[src/rtl/des_pkg.sv]
// Shared widths and types for the DES round datapath.
package des_pkg;

  localparam int DES_EXP_W   = 48;
  localparam int DES_ROUND_W = 4;

  typedef logic [DES_EXP_W-1:0]   des_exp_t;
  typedef logic [DES_ROUND_W-1:0] des_round_t;

endpackage

[src/rtl/des_pipe_stage.sv]
// One valid/ready register slice; ready looks through to the next slice so a
// full pipeline streams without bubbles.
module des_pipe_stage #(
  parameter int PAY_W = 52
) (
  input  logic             clk_in,
  input  logic             rst_n_in,
  input  logic             flush_in,
  input  logic             in_valid,
  input  logic [PAY_W-1:0] in_data,
  output logic             in_ready,
  output logic             out_valid,
  output logic [PAY_W-1:0] out_data,
  input  logic             out_ready
);

  logic             valid_q, valid_d;
  logic [PAY_W-1:0] data_q, data_d;

  assign in_ready  = !valid_q || out_ready;
  assign out_valid = valid_q;
  assign out_data  = data_q;

  // Payload only loads on a real word so empty slots never pull in X.
  always_comb begin
    valid_d = valid_q;
    data_d  = data_q;
    if (flush_in) begin
      valid_d = 1'b0;
    end else if (in_ready) begin
      valid_d = in_valid;
      if (in_valid) data_d = in_data;
    end
  end

  always_ff @(posedge clk_in or negedge rst_n_in) begin
    if (!rst_n_in) begin
      valid_q <= 1'b0;
      data_q  <= '0;
    end else begin
      valid_q <= valid_d;
      data_q  <= data_d;
    end
  end

endmodule

[src/rtl/des_xor_pipe.sv]
// Key-mixing stage: ext ^ key enters a STAGES-deep valid/ready pipeline with
// the round tag riding alongside; completed output transfers are counted.
module des_xor_pipe
  import des_pkg::*;
#(
  parameter int DATA_W = DES_EXP_W,
  parameter int STAGES = 2,
  parameter int TAG_W  = DES_ROUND_W,
  parameter int CNT_W  = 16
) (
  input  logic              clk_in,
  input  logic              rst_n_in,
  input  logic [DATA_W-1:0] ext_data_in,
  input  logic [DATA_W-1:0] key_data_in,
  input  logic [TAG_W-1:0]  tag_in,
  input  logic              data_in_valid,
  output logic              data_in_ready,
  input  logic              flush_in,
  output logic [DATA_W-1:0] xor_data_out,
  output logic [TAG_W-1:0]  tag_out,
  output logic              xor_data_out_valid,
  input  logic              xor_data_out_ready,
  output logic              busy_out,
  output logic [CNT_W-1:0]  xfer_count_out
);

  localparam int PAY_W = TAG_W + DATA_W;

  // Index 0 is the pipeline input, index STAGES the output.
  logic [STAGES:0] vld;
  logic [STAGES:0] rdy;
  logic [PAY_W-1:0] pay [STAGES+1];

  logic [CNT_W-1:0] cnt_q, cnt_d;

  assign vld[0]        = data_in_valid;
  assign pay[0]        = {tag_in, ext_data_in ^ key_data_in};
  assign rdy[STAGES]   = xor_data_out_ready;
  assign data_in_ready = rdy[0];

  for (genvar i = 0; i < STAGES; i++) begin : g_stage
    des_pipe_stage #(.PAY_W(PAY_W)) u_stage (
      .clk_in    (clk_in),
      .rst_n_in  (rst_n_in),
      .flush_in  (flush_in),
      .in_valid  (vld[i]),
      .in_data   (pay[i]),
      .in_ready  (rdy[i]),
      .out_valid (vld[i+1]),
      .out_data  (pay[i+1]),
      .out_ready (rdy[i+1])
    );
  end

  assign xor_data_out       = pay[STAGES][DATA_W-1:0];
  assign tag_out            = pay[STAGES][PAY_W-1:DATA_W];
  assign xor_data_out_valid = vld[STAGES];
  assign busy_out           = |vld[STAGES:1];

  always_comb begin
    cnt_d = cnt_q;
    if (flush_in) begin
      cnt_d = '0;
    end else if (xor_data_out_valid && xor_data_out_ready) begin
      cnt_d = cnt_q + 1'b1;
    end
  end

  always_ff @(posedge clk_in or negedge rst_n_in) begin
    if (!rst_n_in) cnt_q <= '0;
    else           cnt_q <= cnt_d;
  end

  assign xfer_count_out = cnt_q;

endmodule

[config.mk]
export PLATFORM = sky130hd
export DESIGN_NAME = des_xor_pipe
export DESIGN_NICKNAME = d
export VERILOG_FILES = /design/src/rtl/des_pkg.sv /design/src/rtl/des_pipe_stage.sv /design/src/rtl/des_xor_pipe.sv
export SDC_FILE = /design/constraint.sdc
export NUM_CORES = 1
export LEC_CHECK = 0
export BUFFER_PORTS_ARGS = -buffer_cell sky130_fd_sc_hd__clkbuf_2
export CORE_MARGIN = 1
export CORE_UTILIZATION = 50
export CTS_CLUSTER_SIZE = 8
export DETAILED_ROUTE_END_ITERATION = 12
export GPL_ROUTABILITY_DRIVEN = 0
export PLACE_DENSITY = 0.8
export SETUP_SLACK_MARGIN = 0.05
export SLEW_MARGIN = 25
export SYNTH_ARGS = -nofsm -noshare
export SYNTH_HDL_FRONTEND = slang
export SYNTH_SLANG_ARGS = --single-unit
[constraint.sdc]
create_clock -name clk_in -period 3.4 [get_ports clk_in]
set_input_delay 0.51 -clock clk_in [delete_from_list [all_inputs] [get_ports clk_in]]
set_output_delay 0.51 -clock clk_in [all_outputs]
set_load 0.05 [all_outputs]
Word level (Yosys, flattened, before mapping)
Cells that the tools add are included.

storage, ports and cells
  output and inout bits = 71
  register bits = 122

cells by class
  bitwise logic cells = 2
  reductions and logical operators = 11
  add/subtract/negate cells = 1
  mux-type cells = 6

operator list
  operator                                        number
  XOR 48 bit                                      1
  two-way mux 16 bit                              2
  adder 16 x 1 -> 16 bit (second input constant)  1
  AND reduction 3 bit                             2
  nonzero test 2 bit                              3
  two-way mux 1 bit                               4
  logical NOT 1 bit                               2
  logical OR 1 bit                                2
  OR reduction 2 bit                              1
  logical AND 1 bit                               1
  NOT 1 bit                                       1

Depth between registers and ports, before layout
Gate-level depths: netlist of run 1.

  depth in word-level cells = 5
  depth in mapped cells = 6

Hierarchy
A second synthesis of run 1 with hierarchy kept.

second synthesis, totals
  cell total of the unflattened synthesis = 362
  area, all modules = 5290.1 sq um

by module, submodules not included
  module          cells an instance  sequential area each (sq um)  times used  area each (sq um)
  des_pipe_stage  115                1326.3                        2           2011.9
  des_xor_pipe    132                400.4                         1           1266.2

Least setup slack after synthesis of run 1
OpenSTA, ideal clock, no wires.

  path type = register to register
  start = reg g_stage[1].u_stage.valid_q
  end = reg g_stage[0].u_stage.data_q[1]
  arrival = 2.168 ns
  setup slack = 1.108 ns
  setup time = 0.125 ns
  stages on the path, launching flop included = 6
  path buffers = 1
  cell sequence = dfrtp_1 and2b_2 nand2_1 nand3b_1 buf_2 mux2_2

between the ends
  longest elaborated chain between the ends = 4

ends and longest elaborated chain
  element                         RTL line              source
  start, declared                 des_pipe_stage.sv:17  logic valid_q, valid_d;
  start signal, assigned          des_pipe_stage.sv:41  valid_q <= valid_d;
  logical NOT 1 bit               des_pipe_stage.sv:20  assign in_ready = !valid_q || out_ready;
  logical OR 1 bit (2 in series)  des_pipe_stage.sv:20
  net data_in_ready               des_xor_pipe.sv:17    output logic data_in_ready,
  AND reduction 3 bit (no line)   --
  end signal, assigned            des_pipe_stage.sv:42  data_q <= data_d;
  end, declared                   des_pipe_stage.sv:18  logic [PAY_W-1:0] data_q, data_d;

The timed path passes the listed nets, and every way through them passes these cells.
A chain may end at the register's enable or synchronous reset.

Worst setup path in the final report of run 1
  start = reg g_stage[1].u_stage.valid_q
  end = reg g_stage[0].u_stage.data_q[8]

between the ends
  longest elaborated chain between the ends = 4

ends and longest elaborated chain
  element                         RTL line
  logical NOT 1 bit               des_pipe_stage.sv:20
  logical OR 1 bit (2 in series)  des_pipe_stage.sv:20
  AND reduction 3 bit (no line)   --

No other way between the ends.

==> flow_summary.html, run 1 <==
<table>
<tr><th>Metric</th><th>Value</th></tr>
<tr><th colspan="2">Outcome</th></tr>
<tr><td>Run status</td><td>finished, final reports clean</td></tr>
<tr><th colspan="2">Clock network</th></tr>
<tr><td>Clock root buffer master</td><td>clkbuf_8</td></tr>
<tr><td>PostCTS Resize Cnt</td><td>0</td></tr>
<tr><td>CTS clk-pin slew, worst paths</td><td>0.05 ns</td></tr>
<tr><td>Maximum clock insertion buffer count</td><td>2</td></tr>
<tr><td>Setup repair bufs after CTS</td><td>0</td></tr>
<tr><td>Cts bufs inserted</td><td>17</td></tr>
<tr><td>Sink count of the clock tree</td><td>about 120</td></tr>
<tr><td>Worst skew pair latency</td><td>0.50 ns</td></tr>
<tr><td>Clock tree from TritonCTS</td><td>done</td></tr>
<tr><td>Post-CTS Hold Fix Bufs</td><td>0</td></tr>
<tr><td>H-Tree Level Count</td><td>4</td></tr>
<tr><th colspan="2">Floorplan</th></tr>
<tr><td>Num ports</td><td>~180</td></tr>
<tr><td>Y dimension of the die</td><td>around 100 µm</td></tr>
<tr><td>Area of the die</td><td>10800 µm²</td></tr>
<tr><td>Floorplan core area</td><td>9910 µm²</td></tr>
<tr><td>Initial standard-cell utilization of the core</td><td>0.522</td></tr>
<tr><td>Floorplan row count</td><td>36</td></tr>
<tr><td>Horizontal die dimension</td><td>104 µm</td></tr>
<tr><th colspan="2">Synth</th></tr>
<tr><td>Count of cell types in the netlist</td><td>33</td></tr>
<tr><td>Synthesized net count</td><td>465</td></tr>
<tr><td>Synthesized cell area</td><td>roughly 5200 µm²</td></tr>
<tr><td>Yosys warning total</td><td>0</td></tr>
<tr><td>Number of instances in the synthesized netlist</td><td>359</td></tr>
<tr><td>Mean area per synthesized cell</td><td>14.4 µm²</td></tr>
<tr><td>Post-synthesis sequential area ratio</td><td>0.590</td></tr>
<tr><td>Yosys reg bits</td><td>122</td></tr>
<tr><th colspan="2">Critical path</th></tr>
<tr><td>Biggest fanout along the worst timing path</td><td>23</td></tr>
<tr><td>Required @ worst endpoint</td><td>3.78 ns</td></tr>
<tr><td>Data arrival time at the worst-slack endpoint</td><td>2.66 ns</td></tr>
<tr><td>Slack of the worst reg-to-reg path</td><td>1.12 ns</td></tr>
<tr><td>Crit Path Class</td><td>reg -&gt; reg</td></tr>
<tr><td>Length in cells of the worst reg-to-reg path</td><td>5</td></tr>
<tr><td>Timing startpoint of the critical path</td><td>g_stage[1].u_stage.out_valid</td></tr>
<tr><td>Critical Path Sink</td><td>g_stage[0].u_stage.out_data[8]</td></tr>
<tr><td>Kind of start point of the critical path</td><td>flop</td></tr>
<tr><td>Worst R2R Start</td><td>g_stage[1].u_stage.out_valid</td></tr>
<tr><td>Endpoint kind of the worst setup timing path</td><td>flop</td></tr>
<tr><td>Worst R2R End</td><td>g_stage[0].u_stage.out_data[8]</td></tr>
<tr><th colspan="2">STA</th></tr>
<tr><td>RSZ-0062 raised after global routing</td><td>no</td></tr>
<tr><td>Setup TNS</td><td>0 ns</td></tr>
<tr><td>Maximum frequency from static timing analysis</td><td>439 MHz</td></tr>
<tr><td>Time the worst path needs with I/O delays and setup</td><td>2.28 ns</td></tr>
<tr><td>Max-slew violations</td><td>0</td></tr>
<tr><td>Final worst clock skew</td><td>0.00917 ns</td></tr>
<tr><td>Relative slew slack</td><td>0.414</td></tr>
<tr><td>Slew @ Worst Pin</td><td>0.876 ns</td></tr>
<tr><td>Final setup viols</td><td>0</td></tr>
<tr><td>Hold Violations, Final</td><td>0</td></tr>
<tr><td>Final period utilization</td><td>0.670</td></tr>
<tr><td>Smallest hold slack</td><td>between 0.03 and 0.04 ns</td></tr>
<tr><th colspan="2">Detailed routing</th></tr>
<tr><td>Post-DRT Antenna Nets</td><td>0</td></tr>
<tr><td>Total detailed-routing wirelength</td><td>10100 µm</td></tr>
<tr><td>Average wire length per cell after detail routing</td><td>14.7 µm</td></tr>
<tr><td>Drc violations</td><td>0</td></tr>
<tr><td>Detailed Routing Iterations Pass 1</td><td>4</td></tr>
<tr><td>DR iter-0 viols</td><td>slightly above 100</td></tr>
<tr><td>Number of vias per cell</td><td>5.06</td></tr>
<tr><td>Via count</td><td>3481</td></tr>
<tr><th colspan="2">Global route</th></tr>
<tr><td>GR Layer Usage met2</td><td>0.342</td></tr>
<tr><td>Global-route wire length before repair</td><td>17100 µm</td></tr>
<tr><td>Most used routing layer</td><td>met2</td></tr>
<tr><td>Met3 usage</td><td>0.0636</td></tr>
<tr><td>Gr usage total</td><td>0.202</td></tr>
<tr><td>Total overflow reported by the global router</td><td>0</td></tr>
<tr><td>Global-route track usage on met1</td><td>0.248</td></tr>
<tr><td>Number of antenna violations at the first check in global routing</td><td>0</td></tr>
<tr><td>Maximum number of pins on one net before global-route repair</td><td>about 70</td></tr>
<tr><td>Vias in the first global route</td><td>about 3700</td></tr>
<tr><th colspan="2">Pwr</th></tr>
<tr><td>Largest voltage drop on the vdd net</td><td>0.483 mV</td></tr>
<tr><td>Power Dens Cells</td><td>773 nW/µm²</td></tr>
<tr><td>Leak pwr</td><td>about 3.3 nW</td></tr>
<tr><th colspan="2">Final layout</th></tr>
<tr><td>Diode count</td><td>0</td></tr>
<tr><td>Final Core Density</td><td>0.687</td></tr>
<tr><td>Share of cells above drive strength 1</td><td>0.559</td></tr>
<tr><td>Final layout net count</td><td>650</td></tr>
<tr><td>P&amp;R area growth vs syn</td><td>31.6%</td></tr>
<tr><td>Final design area excluding fillers</td><td>6810 µm²</td></tr>
<tr><th colspan="2">Hold path</th></tr>
<tr><td>Worst min path class</td><td>in -&gt; async</td></tr>
<tr><th colspan="2">Placement</th></tr>
<tr><td>Quantity of I/O buffers inserted on ports</td><td>175</td></tr>
<tr><td>Post-Place Cell Area</td><td>approximately 6200 µm²</td></tr>
<tr><td>Half-perimeter wire length of the detailed placement result</td><td>around 7100 µm</td></tr>
<tr><th colspan="2">Job</th></tr>
<tr><td>MaxCap Viol Count</td><td>0</td></tr>
</table>
[final cells by class]
cell class | count | area, µm²
Tap cell | 133 | 166
Sequential cell | 122 | 3050
Timing Repair Buffer | 179 | 946
Clock inverter | 7 | 115
Multi-Input combinational cell | 223 | 2050
Clock buffer | 23 | 477
Inverter | 1 | 3.75
Fill cell | 750 | 3100
[cell usage in the layout, fill, tap and decap left out, drive strengths merged, types with 2 or more instances in the layout]
cell and instances:
clkbuf 197, dfrtp 122, mux2 104, xor2 51, nor2 11, a21oi 10, nand3 6, nand2 5
xnor2 5, buf 5, o31ai 4, or4 4, nand4 4, o21ai 3, bufinv 3, or2 3
or3 3, nor4b 2, nor3 2, clkinv 2, clkinvlp 2, nor3b 2
[worst min-delay path by stage]
stage / endpoint / slack [ns]
after CTS: xfer_count_out[9] / 0.04
after floorplan: g_stage[0].u_stage.out_data[0] / 0.21
after detailed placement: g_stage[1].u_stage.out_data[46] / 0.47
final: xfer_count_out[6] / 0.04
after global placement: g_stage[0].u_stage.out_data[8] / 0.47
after global routing: xfer_count_out[9] / 0.07
[cells by family (layout without fill, tap and decap cells)]
| logic type | after synthesis | count (layout) | share of synthesized area |
|---|---|---|---|
| simple gates | 45 | 45 | 0.0525 |
| fa+ha+maj | 1 | 1 | 0.00242 |
| buf+inv | 14 | 210 | 0.0152 |
| flops | 122 | 122 | 0.590 |
| mux | 104 | 104 | 0.226 |
| compound gates | 17 | 17 | 0.0191 |
| xor+xnor | 56 | 56 | 0.0948 |
[cells in the mapped netlist, drive strengths merged]
| master | n | area (µm²) |
|---|---|---|
| or3 | 3 | 20.0 |
| clkbuf | 2 | 8.75 |
| nand4 | 4 | 40.0 |
| o31ai | 4 | 30.0 |
| or2 | 3 | 18.8 |
| dfrtp | 122 | 3050 |
| o21ai | 3 | 15.0 |
| and2b | 1 | 8.76 |
| nor3 | 2 | 10.0 |
| xnor2 | 5 | 43.8 |
| xor2 | 51 | 447 |
| or4 | 4 | 30.0 |
| mux2 | 104 | 1170 |
| nor4b | 2 | 17.5 |
| a21oi | 10 | 53.8 |
| inv | 1 | 3.75 |
| ha | 1 | 12.5 |
| nand2 | 5 | 18.8 |
| nor3b | 2 | 20.0 |
| nor2 | 11 | 41.3 |
| nand3 | 6 | 30.0 |
| nand3b | 1 | 7.51 |
| and4 | 1 | 8.76 |
| buf | 11 | 66.3 |
[critical path, stage by stage, from the launching register on]
cell and delay, ns:
dfrtp_1 0.44, and2b_2 0.27, nand2_1 0.10, nand3b_1 0.60
buf_12 0.42, mux2_1 0.32
[power by group]
group / leakage (nW) / switching (mW) / internal, mW
combinational: 1.50 / 1.07 / 0.467
sequential: 1.48 / 0.178 / 1.79
clock: 0.286 / 0.583 / 1.18
[flip-flops by register name (all words and copies together) (netlist names)]
register,flops
g_stage.u_stage.out_data,104
xfer_count_out,16
g_stage.u_stage.out_valid,2
[stage by stage]
| step | total power [mW] | instances | setup slack, ns |
|---|---|---|---|
| 2_1_floorplan | 3.09 | 359 | 1.11 |
| 3_3_place_gp | 3.49 | 658 | 0.938 |
| 6_report | 5.27 | 688 | 1.12 |
| 4_1_cts | 5.33 | 688 | 1.09 |
| 3_5_place_dp | 3.54 | 658 | 0.911 |
| 5_1_grt | 5.50 | 688 | 0.961 |
[per-layer routing]
layer  wire [µm]  vias to the layer above  part of all wire
met5           0                        -                 0
met4          70                        0            0.0069
met3         633                        9             0.063
met2        5010                      138              0.50
met1        4370                     1720              0.43
li1            -                     1614                 -
(Power assumes the default switching activity.)
==> inputs of run 2 (changes only) <==
--- a/config.mk
+++ b/config.mk
@@ -7,11 +7,11 @@
 export LEC_CHECK = 0
 export BUFFER_PORTS_ARGS = -buffer_cell sky130_fd_sc_hd__clkbuf_2
 export CORE_MARGIN = 1
-export CORE_UTILIZATION = 50
+export CORE_UTILIZATION = 45
 export CTS_CLUSTER_SIZE = 8
 export DETAILED_ROUTE_END_ITERATION = 12
 export GPL_ROUTABILITY_DRIVEN = 0
-export PLACE_DENSITY = 0.8
+export PLACE_DENSITY = 0.76
 export SETUP_SLACK_MARGIN = 0.05
 export SLEW_MARGIN = 25
 export SYNTH_ARGS = -nofsm -noshare
==> constraint.sdc (replaced) <==
create_clock -name clk_in -period 1.9 [get_ports clk_in]
set_input_delay 0.285 -clock clk_in [delete_from_list [all_inputs] [get_ports clk_in]]
set_output_delay 0.285 -clock clk_in [all_outputs]
set_load 0.05 [all_outputs]
==> flow_summary.html, run 2 (synthesized netlist as in run 1, its figures left out) <==
<table>
<tr><th>Metric</th><th>Value</th></tr>
<tr><th colspan="2">STA</th></tr>
<tr><td>RSZ-0062 raised after global routing</td><td>no</td></tr>
<tr><td>Hold Violations, Final</td><td>0</td></tr>
<tr><td>Smallest hold slack</td><td>0.122 ns</td></tr>
<tr><td>Time the worst path needs with I/O delays and setup</td><td>1.76 ns</td></tr>
<tr><td>Relative slew slack</td><td>0.725</td></tr>
<tr><td>Smallest setup slack after layout</td><td>0.138 ns</td></tr>
<tr><td>Max-slew violations</td><td>0</td></tr>
<tr><td>Maximum frequency from static timing analysis</td><td>568 MHz</td></tr>
<tr><td>Final setup viols</td><td>0</td></tr>
<tr><td>Slew @ Worst Pin</td><td>0.413 ns</td></tr>
<tr><td>Final period utilization</td><td>0.927</td></tr>
<tr><td>Final worst clock skew</td><td>0.00910 ns</td></tr>
<tr><td>Setup TNS</td><td>0 ns</td></tr>
<tr><th colspan="2">Pwr</th></tr>
<tr><td>Leak pwr</td><td>3.29 nW</td></tr>
<tr><td>Portion of total power attributed to sequential cells</td><td>0.375</td></tr>
<tr><td>Combinational fraction of design power</td><td>0.292</td></tr>
<tr><td>Overall power consumption</td><td>9.40 mW</td></tr>
<tr><td>Internal power consumption</td><td>6.11 mW</td></tr>
<tr><td>Switching part of the total</td><td>0.350</td></tr>
<tr><td>Power Dens Cells</td><td>1370 nW/µm²</td></tr>
<tr><td>Largest voltage drop on the vdd net</td><td>about 0.69 mV</td></tr>
<tr><td>Clock network fraction of design power</td><td>0.333</td></tr>
<tr><td>Switching component of the power</td><td>3.29 mW</td></tr>
<tr><th colspan="2">Critical path</th></tr>
<tr><td>Data arrival time at the worst-slack endpoint</td><td>2.04 ns</td></tr>
<tr><td>Length in cells of the worst reg-to-reg path</td><td>4</td></tr>
<tr><td>Biggest fanout along the worst timing path</td><td>52</td></tr>
<tr><td>Timing startpoint of the critical path</td><td>g_stage[1].u_stage.out_valid</td></tr>
<tr><td>Worst R2R Start</td><td>g_stage[1].u_stage.out_valid</td></tr>
<tr><td>Endpoint kind of the worst setup timing path</td><td>flop</td></tr>
<tr><td>Crit Path Class</td><td>reg -&gt; reg</td></tr>
<tr><td>Kind of start point of the critical path</td><td>flop</td></tr>
<tr><td>Required @ worst endpoint</td><td>2.18 ns</td></tr>
<tr><td>Slack of the worst reg-to-reg path</td><td>0.14 ns</td></tr>
<tr><td>Worst R2R End</td><td>g_stage[1].u_stage.out_data[26]</td></tr>
<tr><th colspan="2">Floorplan</th></tr>
<tr><td>Floorplan row count</td><td>38</td></tr>
<tr><td>Horizontal die dimension</td><td>between 100 and 150 µm</td></tr>
<tr><td>Floorplan core area</td><td>about 11000 µm²</td></tr>
<tr><td>Y dimension of the die</td><td>approximately 110 µm</td></tr>
<tr><td>Num ports</td><td>176</td></tr>
<tr><td>Initial standard-cell utilization of the core</td><td>0.469</td></tr>
<tr><td>Area of the die</td><td>approximately 12000 µm²</td></tr>
<tr><th colspan="2">Hold path</th></tr>
<tr><td>Worst min path class</td><td>in -&gt; reg</td></tr>
<tr><td>Startpoint of the worst hold path</td><td>tag_in[0]</td></tr>
<tr><td>Number of cells on the worst hold path</td><td>2</td></tr>
<tr><td>Hold Path End</td><td>g_stage[0].u_stage.out_data[48]</td></tr>
<tr><th colspan="2">Final layout</th></tr>
<tr><td>Max FFs per register</td><td>between 100 and 150</td></tr>
<tr><td>Final Core Density</td><td>0.624</td></tr>
<tr><td>Highest-count cells in the layout ignoring fill and taps</td><td>clkbuf_2 (174), dfrtp_1 (113), mux2_2 (96), xor2_1 (51), clkbuf_16 (17)</td></tr>
<tr><td>Final layout net count</td><td>~650</td></tr>
<tr><td>P&amp;R area growth vs syn</td><td>32.9%</td></tr>
<tr><td>Diode count</td><td>0</td></tr>
<tr><td>Share of cells above drive strength 1</td><td>0.577</td></tr>
<tr><td>Filler Cell Count</td><td>870</td></tr>
<tr><td>Most common cell after layout, fill and taps aside</td><td>clkbuf_2</td></tr>
<tr><td>Final design area excluding fillers</td><td>a little under 7000 µm²</td></tr>
<tr><td>Number of cells in the finished layout apart from fillers</td><td>700</td></tr>
<tr><th colspan="2">Clock network</th></tr>
<tr><td>Worst skew pair latency</td><td>0.40 ns</td></tr>
<tr><td>PostCTS Resize Cnt</td><td>0</td></tr>
<tr><td>Cts bufs inserted</td><td>17</td></tr>
<tr><td>Clock tree from TritonCTS</td><td>done</td></tr>
<tr><td>H-Tree Level Count</td><td>4</td></tr>
<tr><td>CTS clk-pin slew, worst paths</td><td>0.05 ns</td></tr>
<tr><td>Maximum clock insertion buffer count</td><td>2</td></tr>
<tr><td>Sink count of the clock tree</td><td>approximately 120</td></tr>
<tr><td>Clock root buffer master</td><td>clkbuf_16</td></tr>
<tr><th colspan="2">Outcome</th></tr>
<tr><td>Run status</td><td>finished, final reports clean</td></tr>
<tr><th colspan="2">Job</th></tr>
<tr><td>MaxCap Viol Count</td><td>0</td></tr>
<tr><th colspan="2">Detailed routing</th></tr>
<tr><td>Post-DRT Antenna Nets</td><td>0</td></tr>
<tr><td>DR iter-0 viols</td><td>114</td></tr>
<tr><td>Via count</td><td>3455</td></tr>
<tr><td>Detailed Routing Iterations Pass 1</td><td>4</td></tr>
<tr><td>Drc violations</td><td>0</td></tr>
<tr><td>Total detailed-routing wirelength</td><td>~10000 µm</td></tr>
<tr><td>Number of vias per cell</td><td>4.94</td></tr>
<tr><td>Average wire length per cell after detail routing</td><td>about 14 µm</td></tr>
<tr><th colspan="2">Global route</th></tr>
<tr><td>Total overflow reported by the global router</td><td>0</td></tr>
<tr><td>Number of antenna violations at the first check in global routing</td><td>0</td></tr>
<tr><td>Gr usage total</td><td>0.180</td></tr>
<tr><td>Vias in the first global route</td><td>3541</td></tr>
<tr><td>Global-route wire length before repair</td><td>approximately 16000 µm</td></tr>
<tr><td>Maximum number of pins on one net before global-route repair</td><td>53</td></tr>
<tr><th colspan="2">Placement</th></tr>
<tr><td>Total placed cells including tap cells</td><td>667</td></tr>
<tr><td>Post-Place Cell Area</td><td>6290 µm²</td></tr>
<tr><td>Half-perimeter wire length of the detailed placement result</td><td>7080 µm</td></tr>
<tr><td>Quantity of I/O buffers inserted on ports</td><td>175</td></tr>
<tr><td>Setup slack at placement</td><td>0.145 ns</td></tr>
</table>
## run 2: cell count changes in the layout (fill, tap and decap cells not counted), moves of 2 or more
cell / before / now
clkbuf_1: 2 / 4
clkinv_2: 2 / 4
clkinvlp_4: 2 / 0
dfrtp_1: 122 / 113
dfrtp_2: 0 / 9
## run 2: worst max path at each step
stage	end
CTS	g_stage[1].u_stage.out_data[3]
detailed placement	g_stage[1].u_stage.out_data[3]
floorplan	xfer_count_out[14]
global route	g_stage[1].u_stage.out_data[27]
finish	g_stage[1].u_stage.out_data[26]
global placement	g_stage[1].u_stage.out_data[20]
## run 2: cell type report
cell class | instances | area [µm²] | area share
Clock buffer | 25 | 495 | 0.0720
Clock inverter | 7 | 88.8 | 0.0129
Inverter | 1 | 3.75 | 0.000545
Multi-Input combinational cell | 223 | 2070 | 0.301
Sequential cell | 122 | 3060 | 0.445
Tap cell | 140 | 175 | 0.0255
Timing Repair Buffer | 182 | 983 | 0.143
## run 2: worst max-delay path, stage by stage (launching register included)
cell and delay (ns):
dfrtp_2 0.44, and2b_2 0.26, nor3b_4 0.22, buf_12 0.29, mux2_2 0.38
## run 2: routing by layer
metal / global-route usage / routed length, µm / vias up
met4: 0.0657 / 79 / 0
met1: 0.213 / 4320 / 1692
met5: 0 / 0 / -
met2: 0.297 / 4930 / 117
met3: 0.0687 / 718 / 8
li1: - / - / 1638
## run 2: power by group through the flow
stage                     sequential (mW)  combinational (mW)  clock (mW)
after floorplan                      4.87               0.665           0
after global placement               3.54                2.71           0
after detailed placement             3.57                2.77           0
after CTS                            3.53                2.78        3.19
after global routing                 3.60                2.88        3.33
final                                3.53                2.74        3.13
## run 2: what timing repair did
item / in CTS / in global routing
endpoints found under the hold margin: 28 / 0
setup endpoints to repair: 0 / 0
hold buffers: 1 / 0
setup buffers: 0 / 0
